<file path="src/rtl/life_sequencer.sv">
// rtl/life_sequencer.sv - ping-pong board store and row-serial Game of Life generation sequencer
module life_sequencer #(
    parameter int MAX_i = 19,
    parameter int MAX_j = 14,
    parameter int WRAP  = 0
) (
    input  logic        clk,
    input  logic        clr,
    input  logic [9:0]  VGAx,
    input  logic [9:0]  VGAy,
    input  logic        frame_tick,
    input  logic        run,
    input  logic        step,
    input  logic        edit_we,
    input  logic [4:0]  edit_x,
    input  logic [3:0]  edit_y,
    input  logic        edit_val,
    input  logic        wipe,
    output logic        edit_ready,
    output logic        busy,
    output logic        gen_done,
    output logic [15:0] gen_count,
    output logic [2:0]  rgb
);

    localparam logic [4:0] X_LAST = 5'(MAX_i);
    localparam logic [3:0] Y_LAST = 4'(MAX_j);

    typedef enum logic [1:0] {IDLE, CALC, SWAP} state_t;

    state_t     state;
    logic       fsel;
    logic       pending;
    logic [3:0] r;

    logic [MAX_i:0] mem [2][MAX_j+1];

    logic trig, edit_act;
    assign trig       = (run & frame_tick) | step;
    assign edit_act   = edit_we | wipe;
    assign edit_ready = ~busy;

    function automatic logic [3:0] count8(input logic [7:0] v);
        logic [3:0] s;
        s = '0;
        for (int i = 0; i < 8; i++) s = s + {3'b000, v[i]};
        return s;
    endfunction

    // Bit k of a padded row is column k-1; the pads supply the wrapped or dead edge columns.
    function automatic logic [MAX_i+2:0] pad(input logic [MAX_i:0] row);
        logic w;
        w = (WRAP != 0);
        return {w & row[0], row, w & row[MAX_i]};
    endfunction

    logic [3:0]       r_up, r_dn;
    logic [MAX_i:0]   row_up, row_mid, row_dn, next_row;
    logic [MAX_i+2:0] ext_up, ext_mid, ext_dn;
    logic [7:0]       nb;
    logic [3:0]       ncount;

    always_comb begin
        r_up    = (r == 4'd0) ? Y_LAST : r - 4'd1;
        r_dn    = (r == Y_LAST) ? 4'd0 : r + 4'd1;
        row_mid = mem[fsel][r];
        row_up  = (r == 4'd0 && WRAP == 0) ? '0 : mem[fsel][r_up];
        row_dn  = (r == Y_LAST && WRAP == 0) ? '0 : mem[fsel][r_dn];
        ext_up  = pad(row_up);
        ext_mid = pad(row_mid);
        ext_dn  = pad(row_dn);
        next_row = '0;
        nb       = '0;
        ncount   = '0;
        for (int c = 0; c <= MAX_i; c++) begin
            nb = {ext_up[c], ext_up[c+1], ext_up[c+2], ext_mid[c], ext_mid[c+2],
                  ext_dn[c], ext_dn[c+1], ext_dn[c+2]};
            ncount = count8(nb);
            next_row[c] = (ncount == 4'd3) | (row_mid[c] & (ncount == 4'd2));
        end
    end

    logic [4:0] vx;
    logic [3:0] vy;
    logic       in_grid, pix;
    logic       unused_vga;

    assign vx         = VGAx[9:5];
    assign vy         = VGAy[8:5];
    assign in_grid    = (vx <= X_LAST) && (vy <= Y_LAST);
    assign pix        = in_grid & mem[fsel][in_grid ? vy : 4'd0][in_grid ? vx : 5'd0];
    assign unused_vga = ^{VGAx[4:0], VGAy[9], VGAy[4:0]};

    // The bank select flips on the edge that writes the last row, so the SWAP cycle
    // already presents the new front bank and gen_done coincides with it.
    always_ff @(posedge clk or posedge clr) begin
        if (clr) begin
            state     <= IDLE;
            fsel      <= 1'b0;
            pending   <= 1'b0;
            r         <= '0;
            busy      <= 1'b0;
            gen_done  <= 1'b0;
            gen_count <= '0;
            rgb       <= '0;
            for (int b = 0; b < 2; b++)
                for (int y = 0; y <= MAX_j; y++) mem[b][y] <= '0;
        end else begin
            gen_done <= 1'b0;
            rgb      <= {3{pix}};
            case (state)
                IDLE: begin
                    if (wipe) begin
                        for (int b = 0; b < 2; b++)
                            for (int y = 0; y <= MAX_j; y++) mem[b][y] <= '0;
                    end else if (edit_we && edit_x <= X_LAST && edit_y <= Y_LAST) begin
                        mem[fsel][edit_y][edit_x] <= edit_val;
                    end
                    if (edit_act) begin
                        if (trig) pending <= 1'b1;
                    end else if (trig || pending) begin
                        pending <= 1'b0;
                        r       <= '0;
                        busy    <= 1'b1;
                        state   <= CALC;
                    end
                end
                CALC: begin
                    if (trig) pending <= 1'b1;
                    mem[~fsel][r] <= next_row;
                    if (r == Y_LAST) begin
                        fsel      <= ~fsel;
                        gen_done  <= 1'b1;
                        gen_count <= gen_count + 16'd1;
                        state     <= SWAP;
                    end else begin
                        r <= r + 4'd1;
                    end
                end
                SWAP: begin
                    if (trig) pending <= 1'b1;
                    busy  <= 1'b0;
                    state <= IDLE;
                end
                default: state <= IDLE;
            endcase
        end
    end

endmodule
</file>
<file path="config.mk">
export PLATFORM = sky130hd
export DESIGN_NAME = life_sequencer
export DESIGN_NICKNAME = d
export VERILOG_FILES = /design/src/rtl/life_sequencer.sv
export SDC_FILE = /design/constraint.sdc
export NUM_CORES = 2
export LEC_CHECK = 0
export ABC_AREA = 1
export BUFFER_PORTS_ARGS = -buffer_cell sky130_fd_sc_hd__buf_2
export CORE_MARGIN = 2
export CORE_UTILIZATION = 29
export CTS_CLUSTER_DIAMETER = 60
export DETAILED_ROUTE_END_ITERATION = 10
export PLACE_DENSITY = 0.43
export SYNTH_ARGS = -nofsm -noshare
export SYNTH_HDL_FRONTEND = slang
export SYNTH_SLANG_ARGS = --single-unit
export TNS_END_PERCENT = 5
</file>
<file path="constraint.sdc">
create_clock -name clk -period 19.6 [get_ports clk]
set_clock_uncertainty 0.2 [all_clocks]
set_input_delay 1.96 -clock clk [delete_from_list [all_inputs] [get_ports clk]]
set_output_delay 1.96 -clock clk [all_outputs]
set_load 0.02 [all_outputs]
</file>
==> out/qor.yml <==
routing:
  wl_um: 338000
  drc: 0
  first_iter_violations: 9196
  num_vias: 67100
  detail_route.wl_per_cell_um: 29.9
  ant_nets: 0
  first_pass_iters: 7
  via_per_inst: 5.95
yosys:
  syn_area_um2: 56400
  yosys_warnings: 0
  synthCells: 9175
  synthDistinctLibCells: 61
  synth_fp_nets: 9352
  synthArstFlopShare_pct: 100
  seq_area_frac_synth_pct: 27.8
  ys_seq_elements: 627
  synth_edf_count: 0
  syn_area_per_cell_um2: 6.15
  synth-main-ff-cell: "dfrtp_1"
layout:
  multi_input_comb_area_um2: 35800
  final_util_pct: 32.1
  seq_area_um2: 15700
  synthToLayoutAreaGrowth_pct: 9.96
  nNetsFinal: 8845
  fill_cells: 21000
  drive_gt1_share_pct: 7.26
sta:
  relSlewSlack_pct: -2.71
  finalHoldViolations: 0
  period_needed_ns: 10.13
  slew_violations: 6
  max_freq_mhz: 98.7
  tightest_slew_ns: 1.52
  finalSetupTns_ns: 0
  min_period_over_period_pct: 51.7
  rsz0062_at_grt: "no"
  setup_viol_count_final: 0
min_path:
  holdCritStartpoint: "gen_count[5]"
  whs_path_depth: 1
  hold_end: "gen_count[5]"
  hold_class: "reg2reg"
run_status:
  status: "complete, but fails checks"
  failed_checks: "capacitance limit, slew limit"
clock_tree:
  ctsResizeCount: 0
  tritoncts: "yes"
  clock_path_buffers: 3
  root_buffer: "clkbuf_16"
  clock_sinks: 627
  cts_buffers: 102
  hold_buffers: 0
  clkTransAtPathRegs_ns: 0.05
  cts_setup_buffers: 0
  clk_latency_ns: 0.80
  cts.htree.levels: 3
worst_setup_path:
  r2r-start: "r[0]"
  reg2reg_to: "mem[471]"
  endpoint_kind: "flop"
  rr_worst_depth: 22
  ff2ff_setup_slack_ns: 9.47
  cp.arrival_ns: 10.62
  cp_data_required_time_ns: 20.09
  critPathLaunchType: "flop"
  path_max_fanout: 77
  crit_type: "reg2reg"
die:
  boundaryPins: 59
  dieArea_um2: 198000
  die_y_um: 445
  rows: 161
  core_um2: 193000
  die_w_um: 445
  floorplan.initialDensity_pct: 29.2
flow_run:
  maxCapViolCount: 2
global_route:
  grt_pass1_vias: 61400
  antenna_found_initial: 14
  grt_max_degree: 168
  grt_overflow: 0
  grt_pass1_wl_um: 475000
  track_usage_pct: 33.1
placement:
  gp_congestion: 1.04
  dp_hpwl_um: 215000
  portBuffers: 47
-- area by class of cell --
type                            instances  area share [%]
Clock inverter                         53            1.05
Timing Repair Buffer                  284            3.41
Multi-Input combinational cell       7195            57.7
Inverter                              458            2.81
Tap cell                             2526            5.10
Antenna cell                            6          0.0242
Sequential cell                       627            25.3
Clock buffer                          134            4.64
-- stage by stage --
stage / worst slack (ns) / std cells / cell area, um2 / hold slack, ns
floorplan: 8.88 / 9175 / 56400 / 0.284
global placement: 10.00 / 11100 / 58500 / 0.274
detailed placement: 9.95 / 11100 / 58500 / 0.279
CTS: 9.94 / 11300 / 62000 / 0.288
global route: 9.39 / 11300 / 62000 / 0.304
finish: 9.47 / 11300 / 62000 / 0.284
-- cells by family after synthesis --
kind of cell | after synthesis | share of synthesized area (%)
XOR/XNOR | 16 | 0.248
AND/OR/NAND/NOR | 4917 | 36.2
buffers and inverters | 1353 | 10.3
AO/OA/AOI/OAI | 2111 | 21.1
adder cells (fa/ha/maj) | 140 | 4.12
flip-flops | 627 | 27.8
multiplexers | 11 | 0.204
-- routing by layer --
| metal | GRT usage (%) | wire, um | vias up |
|---|---|---|---|
| met2 | 47.7 | 141000 | 3784 |
| li1 | - | - | 29700 |
| met5 | 0 | 26 | - |
| met3 | 7.69 | 34900 | 638 |
| met4 | 17.0 | 19000 | 4 |
| met1 | 45.7 | 143000 | 33000 |
-- cell usage in the layout, fill, tap and decap left out, drive strengths merged, types with 34 or more instances in the layout --
| cell type | n |
|---|---|
| a21oi | 1144 |
| a22oi | 167 |
| buf | 284 |
| clkbuf | 134 |
| clkinv | 34 |
| dfrtp | 627 |
| fa | 76 |
| ha | 64 |
| inv | 458 |
| nand2 | 2610 |
| nand3 | 1383 |
| nor2 | 837 |
| nor3 | 45 |
| o211ai | 111 |
| o21ai | 485 |
| o221ai | 50 |
-- registers in the layout, summed over array words and instances (netlist names) --
| name | count |
|---|---|
| fsel | 1 |
| busy | 1 |
| pending | 1 |
| r | 4 |
| gen_count | 16 |
| state | 2 |
| rgb | 1 |
| mem | 600 |
| gen_done | 1 |
-- critical path, cell delays in order, from the launching register on --
cell and delay, ns:
dfrtp_4 0.70, inv_4 0.22, buf_4 0.38, ha_4 0.27, nand2_4 0.38, nand2_4 0.40, inv_4 0.74, buf_4 0.80
o21ai_0 0.16, a21oi_1 0.17, nor3_1 0.06, a311oi_1 0.92, nor2_1 0.34, fa_1 0.60, fa_1 0.47, fa_1 0.50
ha_1 0.25, fa_1 0.53, o21ai_0 0.12, a21oi_4 0.76, buf_4 0.51, nand3_1 0.14, a22oi_1 0.19
-- worst max path at each step --
stage / start / endpoint / slack, ns / cells past startpoint
2_1_floorplan: clr / busy / 8.88 / 1
3_3_place_gp: r[0] / mem[201] / 10.00 / 26
3_5_place_dp: r[0] / mem[201] / 9.95 / 26
4_1_cts: r[0] / mem[161] / 9.94 / 26
5_1_grt: fsel / mem[468] / 9.39 / 22
6_report: r[0] / mem[471] / 9.47 / 22
-- synth_stat cells, types with 55 or more instances --
cell type / number / area (um2)
a21oi_1: 1143 / 5720
a22oi_1: 167 / 1250
buf_1: 69 / 259
buf_2: 163 / 816
buf_4: 67 / 503
clkbuf_1: 558 / 2090
dfrtp_1: 627 / 15700
fa_1: 76 / 1520
ha_1: 64 / 801
inv_1: 436 / 1640
nand2_1: 2605 / 9780
nand3_1: 1381 / 6910
nor2_1: 826 / 3100
o211ai_1: 111 / 833
o21ai_0: 429 / 2150
o21ai_1: 55 / 275
Power is left out: the tool's default activity adds up to more than one toggle a clock period on the data nets, which glitch-free logic cannot reach.
